<file path="config.mk">
export PLATFORM = sky130hd
export DESIGN_NAME = xc_mp_addsub_seq
export DESIGN_NICKNAME = d
export VERILOG_FILES = /design/src/rtl/xc_mp_pkg.sv /design/src/rtl/xc_mp_slice_adder.sv /design/src/rtl/xc_mp_addsub_seq.sv
export SDC_FILE = /design/constraint.sdc
export NUM_CORES = 1
export LEC_CHECK = 0
export BUFFER_PORTS_ARGS = -buffer_cell sky130_fd_sc_hd__buf_2
export CORE_ASPECT_RATIO = 0.5
export CORE_MARGIN = 4
export CORE_UTILIZATION = 48
export CTS_CLUSTER_DIAMETER = 30
export DETAILED_ROUTE_END_ITERATION = 10
export PLACE_DENSITY = 0.81
export SKIP_CTS_REPAIR_TIMING = 1
export SYNTH_ARGS = -nofsm -noshare
export SYNTH_HDL_FRONTEND = slang
export SYNTH_HIERARCHICAL = 1
export SYNTH_SLANG_ARGS = --single-unit
export TNS_END_PERCENT = 30
</file>
<file path="constraint.sdc">
create_clock -name g_clk -period 5.1 [get_ports g_clk]
set_clock_uncertainty 0.2 [all_clocks]
set_input_delay 1.02 -clock g_clk [delete_from_list [all_inputs] [get_ports g_clk]]
set_output_delay 1.02 -clock g_clk [all_outputs]
set_load 0.05 [all_outputs]
</file>
<file path="src/rtl/xc_mp_pkg.sv">
// Shared encodings and decode helpers for the sequential multi-precision add/subtract unit.
package xc_mp_pkg;

  typedef enum logic [1:0] {
    XC_MP_MADD3 = 2'd0,
    XC_MP_MSUB3 = 2'd1,
    XC_MP_MADD2 = 2'd2,
    XC_MP_MSUB2 = 2'd3
  } xc_mp_op_e;

  typedef enum logic [1:0] {
    XC_MP_IDLE = 2'd0,
    XC_MP_BUSY = 2'd1,
    XC_MP_DONE = 2'd2
  } xc_mp_state_e;

  function automatic logic is_sub(input xc_mp_op_e op);
    return (op == XC_MP_MSUB3) || (op == XC_MP_MSUB2);
  endfunction

  function automatic logic has_cin(input xc_mp_op_e op);
    return (op == XC_MP_MADD3) || (op == XC_MP_MSUB3);
  endfunction

  // Subtraction runs as a + ~b + cin, so the external borrow-in is inverted
  // and the 2-operand subtract starts with a carry of 1.
  function automatic logic initial_carry(input xc_mp_op_e op, input logic c0);
    if (has_cin(op)) return c0 ^ is_sub(op);
    return is_sub(op);
  endfunction

endpackage

</file>
<file path="src/rtl/xc_mp_slice_adder.sv">
// One SLICE-bit ripple step: sum/cout of a + (b or ~b) + cin.
module xc_mp_slice_adder #(
  parameter int SLICE = 8
) (
  input  logic [SLICE-1:0] a,
  input  logic [SLICE-1:0] b,
  input  logic             inv_b,
  input  logic             cin,
  output logic [SLICE-1:0] sum,
  output logic             cout
);

  logic [SLICE-1:0] b_eff;
  logic [SLICE:0]   total;

  always_comb begin
    b_eff = inv_b ? ~b : b;
    total = {1'b0, a} + {1'b0, b_eff} + {{SLICE{1'b0}}, cin};
  end

  assign sum  = total[SLICE-1:0];
  assign cout = total[SLICE];

endmodule

</file>
<file path="src/rtl/xc_mp_addsub_seq.sv">
// Multi-cycle multi-precision add/subtract: SLICE bits per cycle with a registered
// ripple carry, producing a {hi,lo} writeback for an even destination register pair.
module xc_mp_addsub_seq
  import xc_mp_pkg::*;
#(
  parameter int XLEN  = 32,
  parameter int SLICE = 8
) (
  input  logic            g_clk,
  input  logic            g_reset,
  input  logic            req_valid,
  output logic            req_ready,
  input  logic [1:0]      req_op,
  input  logic [XLEN-1:0] req_rs1,
  input  logic [XLEN-1:0] req_rs2,
  input  logic [XLEN-1:0] req_rs3,
  input  logic [4:0]      req_rd,
  input  logic            flush,
  output logic            rsp_valid,
  input  logic            rsp_ready,
  output logic [4:0]      rsp_rd,
  output logic            rsp_wen,
  output logic [XLEN-1:0] rsp_lo,
  output logic [XLEN-1:0] rsp_hi,
  output logic            busy
);

  localparam int NSLICE = XLEN / SLICE;
  localparam int CNT_W  = $clog2(NSLICE) + 1;

  generate
    if ((XLEN % SLICE) != 0) begin : g_bad_slice
      $error("xc_mp_addsub_seq: XLEN must be a multiple of SLICE");
    end
  endgenerate

  xc_mp_state_e     state_q;
  logic [XLEN-1:0]  a_q;
  logic [XLEN-1:0]  b_q;
  logic [XLEN-1:0]  res_q;
  logic             sub_q;
  logic             carry_q;
  logic [4:0]       rd_q;
  logic [CNT_W-1:0] cnt_q;

  logic [SLICE-1:0] slice_sum;
  logic             slice_cout;
  logic [XLEN-1:0]  res_next;
  logic             last_slice;
  logic             unused_rs3;

  assign unused_rs3 = ^req_rs3[XLEN-1:1];

  // Operands shift right each cycle so the active slice is always the low SLICE bits.
  xc_mp_slice_adder #(.SLICE(SLICE)) u_slice_adder (
    .a     (a_q[SLICE-1:0]),
    .b     (b_q[SLICE-1:0]),
    .inv_b (sub_q),
    .cin   (carry_q),
    .sum   (slice_sum),
    .cout  (slice_cout)
  );

  // New slice enters at the top; after NSLICE steps the first slice sits at bit 0.
  assign res_next   = XLEN'({slice_sum, res_q} >> SLICE);
  assign last_slice = (cnt_q == CNT_W'(NSLICE - 1));

  always_ff @(posedge g_clk or posedge g_reset) begin
    if (g_reset) begin
      state_q   <= XC_MP_IDLE;
      req_ready <= 1'b1;
      rsp_valid <= 1'b0;
      busy      <= 1'b0;
      rsp_lo    <= '0;
      rsp_hi    <= '0;
      rsp_rd    <= '0;
      rsp_wen   <= 1'b0;
      a_q       <= '0;
      b_q       <= '0;
      res_q     <= '0;
      sub_q     <= 1'b0;
      carry_q   <= 1'b0;
      rd_q      <= '0;
      cnt_q     <= '0;
    end else begin
      case (state_q)
        XC_MP_IDLE: begin
          if (req_valid && !flush) begin
            a_q       <= req_rs1;
            b_q       <= req_rs2;
            sub_q     <= is_sub(xc_mp_op_e'(req_op));
            carry_q   <= initial_carry(xc_mp_op_e'(req_op), req_rs3[0]);
            rd_q      <= req_rd & 5'b11110;
            cnt_q     <= '0;
            state_q   <= XC_MP_BUSY;
            req_ready <= 1'b0;
            busy      <= 1'b1;
          end
        end
        // ---- slice processing stage ----
        XC_MP_BUSY: begin
          if (flush) begin
            state_q   <= XC_MP_IDLE;
            req_ready <= 1'b1;
            busy      <= 1'b0;
          end else begin
            a_q     <= a_q >> SLICE;
            b_q     <= b_q >> SLICE;
            res_q   <= res_next;
            carry_q <= slice_cout;
            if (last_slice) begin
              state_q   <= XC_MP_DONE;
              rsp_valid <= 1'b1;
              rsp_rd    <= rd_q;
              rsp_wen   <= (rd_q != 5'd0);
              rsp_lo    <= (rd_q != 5'd0) ? res_next : '0;
              rsp_hi    <= {{(XLEN-1){1'b0}}, slice_cout ^ sub_q};
            end else begin
              cnt_q <= cnt_q + CNT_W'(1);
            end
          end
        end
        // ---- response hold stage ----
        XC_MP_DONE: begin
          if (flush || rsp_ready) begin
            state_q   <= XC_MP_IDLE;
            rsp_valid <= 1'b0;
            req_ready <= 1'b1;
            busy      <= 1'b0;
          end
        end
        default: begin
          state_q   <= XC_MP_IDLE;
          rsp_valid <= 1'b0;
          req_ready <= 1'b1;
          busy      <= 1'b0;
        end
      endcase
    end
  end

endmodule
</file>
==> results.cfg <==
[run_status]
status = completed

[global_routing]
antenna_found_initial = 0
grt_max_degree = 66
grt_pass1_wl_um = 20900
grt_pass1_vias = 4124
grt_use_total = 0.160
overflow = 0

[placement]
dpl.cell_count = 763
numPortBuffers = 116
gp_congestion = 0.760
dp_hpwl_um = 9010

[floorplan]
core_um2 = 13700
die_height_um = 92.3
ios = 181
initial_utilization = 0.497
rows = 30
die_x_um = 177
die_area_um2 = 16300

[clock_network]
cts_tree = yes
cts_made_buffers = 17
clock_latency_ns = 0.40
clk_pin_slew_ns = 0.07
cts_buffer_depth = 2
clock_sinks = 140
cts-root-buf = clkbuf_16
htree_levels = 4

[finish]
multiInputGateArea_um2 = 2910
post-route-util = 0.575
fin_nets = 709
antenna_cells = 0
areaGrowthSynthToFinish_pct = 15.8
fill_cells = 1147
final_common_cell = dfrtp_1
final_layout_size_suffix_gt1_frac = 0.481
regArea_um2 = 3500
mostFrequentLayoutCells = 139 x dfrtp_1, 116 x buf_2, 77 x mux2_2, 48 x a22o_1, 48 x mux2_4
instances_no_fill = 795

[synth]
yosys.area_share.adder = 0.0224
syn_area_um2 = 6820
ys_seq_area_frac = 0.514
synth_top_family_by_area = multiplexers
synthCells = 477
muxShareOfSynthArea = 0.242
synthArstFlopShare = 1.00
synth_edf_count = 0
synth_compound_area_frac = 0.0939
ys_ff_latch = 140
synthSimpleGateAreaFrac = 0.0332
yosysWarnings = 6
synthXorXnorAreaFrac = 0.0167
synth_area_per_cell_um2 = 14.3
ys.flop_type = dfrtp_1
ys_types = 49

[sta]
post-route-period-util = 0.599
post-route-min-period_ns = 3.05
worst_pin_slew_ns = 1.05
fmax_ghz = 0.327
hold_violations = 0
drv_slew = 0
rsz0062_at_grt = false
fin_tns_setup_ns = 0
setup_violations = 0
max_slew_margin = 0.298
whs_ns = 0.277

[detailed_routing]
num_vias = 4013
routed_wl_um = 12700
wire_per_inst_um = 15.9
ant_nets = 0
drt_iter0_markers = 181
drc = 0
viasPerCell = 5.05
dr.pass1.iters = 4

[worst_setup_path]
crit_start = flush
cp.arrival_ns = 3.19
critPathKind = primary input to flop
setup.worst_path.end_class = flop
r2r-start = cnt_q[0]
path_max_fanout = 40
start_kind = primary input
required_ns = 5.24

[min_path]
worst_hold_startpoint = rsp_wen
hold_class = flop to flop

[pwr]
power_density_nw_per_um2 = 573
power.total_mw = 4.52
leakagePower_nw = 3.86
ir_worst_vdd_uv = 245

[job]
max-cap-violations = 0
[power by group]
group	switching [mW]	total [mW]	internal, mW
clock network	0.512	1.15	0.640
logic	0.996	1.66	0.664
registers	0.239	1.71	1.47
total	1.75	4.52	2.78
[final cells by class]
cell class,count,share of cell area
sequential,140,0.444
multi-input combinational,296,0.369
timing repair buffer,123,0.0802
clock buffer,17,0.0539
tap,192,0.0304
clock inverter,15,0.0166
inverter,12,0.00634
[critical path, stage by stage]
cell	delay, ns
buf_2	0.19
nand4bb_4	0.64
nor2_2	0.82
buf_4	0.35
a22o_1	0.15
[stage by stage]
step                cell area, um^2  setup slack [ns]
detailed placement             7340              1.60
CTS                            7900              2.03
floorplan                      6940             0.129
global route                   7900              1.88
global placement               7340              1.68
finish                         7900              2.05
[cells by family (layout without fill, tap and decap cells)]
| logic type | count (synthesis) | in the layout |
|---|---|---|
| simple gates | 34 | 34 |
| xor+xnor | 13 | 13 |
| buf+inv | 72 | 167 |
| flops | 140 | 140 |
| other cells | 1 | 32 |
| compound gates | 75 | 75 |
| fa+ha+maj | 11 | 11 |
| mux | 131 | 131 |
[flip-flops by register name, indices dropped and copies added, names as in the netlist]
signal     cells
rsp_rd         4
rd_q           4
res_q         24
rsp_lo        32
carry_q        1
req_ready      1
rsp_hi         1
b_q           32
rsp_wen        1
cnt_q          3
busy           1
state_q        2
a_q           32
sub_q          1
rsp_valid      1
[synth_stat cells (2+ instances only)]
cell	number	area share
dfrtp_1	139	0.51
o22ai_1	3	0.0028
nor3_1	3	0.0022
nor4_1	3	0.0028
mux2_1	4	0.0066
xnor2_1	4	0.0051
mux2_2	77	0.13
nor2_1	7	0.0039
o21ai_0	2	0.0015
a21o_1	3	0.0033
buf_2	5	0.0037
a22oi_1	2	0.0022
mux2_4	48	0.11
mux2i_1	2	0.0029
xor2_1	9	0.012
nand2b_1	3	0.0028
fa_1	2	0.0059
nand2_1	4	0.0022
a21oi_1	5	0.0037
a311o_1	2	0.0029
buf_4	39	0.043
inv_1	12	0.0066
a22o_1	48	0.062
nor2b_1	4	0.0037
ha_1	9	0.017
buf_6	14	0.023
clkbuf_1	2	0.0011
[per-layer routing]
metal | vias to the layer above | share of wire | routed length (um) | global-route usage
met3 | 7 | 0.052 | 664 | 0.0322
met1 | 1991 | 0.45 | 5690 | 0.216
li1 | 1911 | - | - | -
met4 | 0 | 0.0052 | 66 | 0.0386
met5 | - | 0 | 0 | 0
met2 | 104 | 0.49 | 6250 | 0.268
[worst paths after layout]
path	to	slack (ns)	cells past startpoint
max	rsp_lo[16]	2.05	5
min	rsp_wen	0.28	1
max reg2reg	rsp_lo[16]	2.07	6
min reg2reg	rsp_wen	0.28	1
max in group asynchronous	req_ready	3.26	3
min in group asynchronous	rsp_rd[1]	0.48	2
Note: power is estimated with default switching activity, not from simulation.
